## src/rtl/pipe_serializer.sv

```systemverilog
// pipe_serializer
//   Pulls one wide word per dequeue from an upstream one-entry FIFO and emits
//   it as BEATS narrow beats into a downstream enqueue port, least-significant
//   beat first. When the upstream word is ready on the final beat, it is fetched
//   in the same cycle, so back-to-back words leave no bubble.
//
// Ports
//   CLK            clock
//   nRST           synchronous active-low reset
//   in_first       upstream head word (BEAT_WIDTH*BEATS bits)
//   in_first__RDY  upstream head word valid
//   in_deq__RDY    upstream can dequeue
//   in_deq__ENA    dequeue strobe, one pulse per word
//   out_enq_v      beat payload
//   out_enq__ENA   enqueue strobe (never asserted without out_enq__RDY)
//   out_enq__RDY   downstream can accept a beat
//   busy           a word is held and not yet fully emitted
module pipe_serializer #(
   parameter int unsigned BEAT_WIDTH = 8,
   parameter int unsigned BEATS      = 4
) (
   input  logic                       CLK,
   input  logic                       nRST,
   input  logic [BEAT_WIDTH*BEATS-1:0] in_first,
   input  logic                       in_first__RDY,
   input  logic                       in_deq__RDY,
   output logic                       in_deq__ENA,
   output logic [BEAT_WIDTH-1:0]      out_enq_v,
   output logic                       out_enq__ENA,
   input  logic                       out_enq__RDY,
   output logic                       busy
);

   localparam int unsigned W  = BEAT_WIDTH * BEATS;
   localparam int unsigned CW = (BEATS > 1) ? $clog2(BEATS) : 1;

   typedef enum logic {
      IDLE,
      SHIFT
   } state_t;

   state_t          st;
   logic [W-1:0]    shreg;
   logic [CW-1:0]   cnt;
   logic            fetch;
   logic            last;

   assign fetch        = in_first__RDY & in_deq__RDY;
   assign last         = (cnt == CW'(BEATS - 1));
   assign busy         = (st == SHIFT);
   assign out_enq__ENA = (st == SHIFT) & out_enq__RDY;
   assign out_enq_v    = shreg[BEAT_WIDTH-1:0];
   // Refill on the final accepted beat so consecutive words stream without a gap.
   assign in_deq__ENA  = fetch & ((st == IDLE) | (out_enq__ENA & last));

   always_ff @(posedge CLK) begin
      if (!nRST) begin
         st    <= IDLE;
         shreg <= '0;
         cnt   <= '0;
      end else begin
         case (st)
            IDLE: begin
               if (in_deq__ENA) begin
                  shreg <= in_first;
                  cnt   <= '0;
                  st    <= SHIFT;
               end
            end
            SHIFT: begin
               if (out_enq__ENA) begin
                  if (!last) begin
                     shreg <= shreg >> BEAT_WIDTH;
                     cnt   <= cnt + CW'(1);
                  end else if (fetch) begin
                     shreg <= in_first;
                     cnt   <= '0;
                  end else begin
                     shreg <= '0;
                     cnt   <= '0;
                     st    <= IDLE;
                  end
               end
            end
            default: begin
               st    <= IDLE;
               shreg <= '0;
               cnt   <= '0;
            end
         endcase
      end
   end

endmodule

```

## config.mk

```make
export PLATFORM = sky130hd
export DESIGN_NAME = pipe_serializer
export DESIGN_NICKNAME = d
export VERILOG_FILES = /design/src/rtl/pipe_serializer.sv
export SDC_FILE = /design/constraint.sdc
export NUM_CORES = 1
export LEC_CHECK = 0
export BUFFER_PORTS_ARGS = -buffer_cell sky130_fd_sc_hd__buf_2
export CELL_PAD_IN_SITES_DETAIL_PLACEMENT = 0
export CELL_PAD_IN_SITES_GLOBAL_PLACEMENT = 2
export CORE_MARGIN = 2
export CORE_UTILIZATION = 33
export DETAILED_ROUTE_END_ITERATION = 16
export PLACE_DENSITY_LB_ADDON = 0.1
export SYNTH_ARGS = -nofsm -noshare
export SYNTH_HDL_FRONTEND = slang
export SYNTH_SLANG_ARGS = --single-unit
export TNS_END_PERCENT = 20
```

## constraint.sdc

```tcl
create_clock -name CLK -period 3.96 [get_ports CLK]
set_input_delay 0.396 -clock CLK [delete_from_list [all_inputs] [get_ports CLK]]
set_output_delay 0.396 -clock CLK [all_outputs]
set_load 0.02 [all_outputs]
```

==> flow_summary.json <==
{
  "status": "finished, final reports clean",
  "grt_max_degree": 36,
  "grtUsageTotal_pct": 14.4,
  "drc": 0,
  "relSlewSlack_pct": 45.4,
  "cts_resized": 0,
  "grt.overflow.total": 0,
  "fin_setup_tns_ns": 0,
  "viasPerCell": 5.15,
  "cts_hold_buf": 0,
  "antenna_cells": 0,
  "rows": 27,
  "ys_warn_count": 0,
  "start_util_pct": 33.7,
  "critPathMaxStageDelay_ns": 0.48,
  "slew_violations": 0,
  "antenna_found_initial": 0,
  "fin_crit_sh_pct": 52.9,
  "nNetsFinal": 271,
  "synth_top_area_share_pct": 38.5,
  "synth-simple-area-share_pct": 13.8,
  "grt_pass1_wl_um": 6980,
  "vdd_ir_drop_max_mv": 0.128,
  "reg2reg_depth": 3,
  "synth_xor_xnor_area_share_pct": 0,
  "cts-root-buf": "clkbuf_8",
  "die_area_sq_mm": 0.00613,
  "grt_pass1_vias": 1391,
  "ys_seq_elements": 35,
  "drv_cap": 0,
  "hold_viol": 0,
  "slowest_stage": "clkinv_2",
  "cp-end-kind": "output pin",
  "port-buffer-count": 47,
  "clkLatencyLatePin_ns": 0.28,
  "synthTopCellsByArea": "dfxtp_1, o31ai_2, a31oi_1, o21ai_0, nand2_1",
  "muxShareOfSynthArea_pct": 0,
  "tightest_slew_ns": 0.818,
  "ios": 48,
  "async_reset_ff_share_pct": 0,
  "placed_area_sq_mm": 0.00197,
  "finClkSkew_ns": 0.00256,
  "path_max_fanout": 26,
  "fin_crit_ns": 2.09,
  "synth_compound_area_share_pct": 35.6,
  "cts.reportedPaths.clkPinSlew_ns": 0.07,
  "crit_type": "reg2out",
  "cts.sink_count": 35,
  "wl_um": 4450,
  "fmax_mhz": 477,
  "synth_common_cells": "dfxtp_1, nand2_1, a31oi_1, o21ai_0, o31ai_2",
  "cts_tree": "done",
  "gp_congestion": 0.709,
  "utilization_pct": 38.3,
  "syn_nets": 246,
  "clock_path_buffers": 2,
  "synth.most_common_cell": "dfxtp_1",
  "cts_max_level": 2,
  "power_density_mw_per_mm2": 396,
  "syn-cell-area_sq_mm": 0.00182,
  "wl_per_cell_um": 14.6,
  "min_path_cells": 3,
  "syn-instance-count": 207,
  "avgSynthCellArea_sq_um": 8.80,
  "die_w_um": 78.3,
  "crit_required_ns": 3.56,
  "fin_cells": 305,
  "rsz0062_at_grt": "false",
  "yosysTopAreaCell": "dfxtp_1",
  "arrival_ns": 1.70,
  "hold_path.class": "in2reg",
  "hold_slack_ns": 0.363,
  "yosys_most_used_dff": "dfxtp_1",
  "setup_viol": 0,
  "synth-seq-area-share_pct": 38.5,
  "drtPass1Iterations": 4,
  "synth_top_family_by_area": "compound AO/OA/AOI/OAI gates",
  "design.core.area_sq_mm": 0.00541,
  "fin_area_sq_mm": 0.00207,
  "drive_gt1_share_pct": 33.5,
  "leakage_nw": 0.799,
  "syn_to_final_growth_pct": 13.5,
  "synthAdderAreaFrac_pct": 1.37,
  "drt_first_iter_violations": 81,
  "numCtsBuffers": 5,
  "path_cells": "nand2_2 -> clkinv_2 -> buf_2",
  "postRouteAntennaNets": 0,
  "dp.cells": 297,
  "vias": 1571,
  "cts_setup_buffers": 0,
  "synth_edf_count": 0,
  "synth_cell_types": 27,
  "dp_hpwl_um": 2890,
  "die_h_um": 78.3,
  "critPathLaunchType": "flop"
}
-- path summary, 6_finish.rpt --
| path | endpoint | start | slack, ns |
|---|---|---|---|
| worst max-delay path | out_enq__ENA | busy$_SDFF_PN0_ | 1.87 |
| worst min register to register | shreg[26]$_SDFFE_PN0P_ | shreg[26]$_SDFFE_PN0P_ | 0.47 |
| worst min-delay path | shreg[24]$_SDFFE_PN0P_ | in_first[24] | 0.36 |
| worst max register to register | shreg[12]$_SDFFE_PN0P_ | busy$_SDFF_PN0_ | 2.13 |
-- per-layer routing --
metal  vias to the layer above  global-route usage, %  share of wire, %
met1                       729                   19.8                49
met5                         -                      0                 0
met3                         2                   4.71               6.1
met2                        43                   21.9                44
met4                         0                   3.68              0.43
li1                        797                      -                 -
-- final cells by class --
cell class | count | area [sq um]
clock buffers | 8 | 100
fillers | 592 | 3340
inverters | 2 | 8.76
multi-input cells | 140 | 926
flip-flops and latches | 35 | 701
well taps | 72 | 90.1
repair buffers | 48 | 243
-- worst max-delay path: cells and delay by family, from the launching register on --
family	cells	cell delay, ns
buffers and inverters	2	0.82
DFF	1	0.36
and+or+nand+nor	1	0.22
-- through the flow --
| stage | worst slack [ns] | power, mW |
|---|---|---|
| CTS | 1.85 | 0.832 |
| global route | 1.75 | 0.864 |
| floorplan | 2.40 | 0.515 |
| global placement | 2.03 | 0.542 |
| finish | 1.87 | 0.818 |
| detailed placement | 2.01 | 0.544 |
-- flip-flops by register name (all words and copies together) (netlist names) --
name   cells
busy       1
cnt        2
shreg     32
-- power breakdown --
part	leakage [nW]	total, mW	switching [mW]	internal [mW]
logic	0.460	0.136	0.0797	0.0567
registers	0.288	0.399	0.0188	0.380
clock network	0.0515	0.283	0.124	0.159
-- logic make-up after synthesis --
| kind of cell | after synthesis |
|---|---|
| DFF | 35 |
| and+or+nand+nor | 54 |
| adders and majority gates | 2 |
| buffers and inverters | 32 |
| AOI/OAI and AO/OA | 84 |
-- cells in the final DEF, fill, tap and decap left out --
cell type	instances
buf_4	1
nand3b_1	1
clkbuf_8	7
o31ai_1	4
a21boi_1	9
o21a_1	1
nor2_1	1
o21ai_0	24
and2_1	2
o31ai_2	19
a21bo_2	1
a21oi_1	1
a31oi_1	24
clkbuf_1	1
and2b_1	1
inv_1	1
nand3_1	17
nand2_2	1
nor2b_1	1
nand2_1	27
o31ai_4	1
clkinv_2	1
and3_1	2
dfxtp_1	35
buf_2	47
and3b_1	1
ha_1	2
Note: power is estimated with default switching activity, not from simulation.
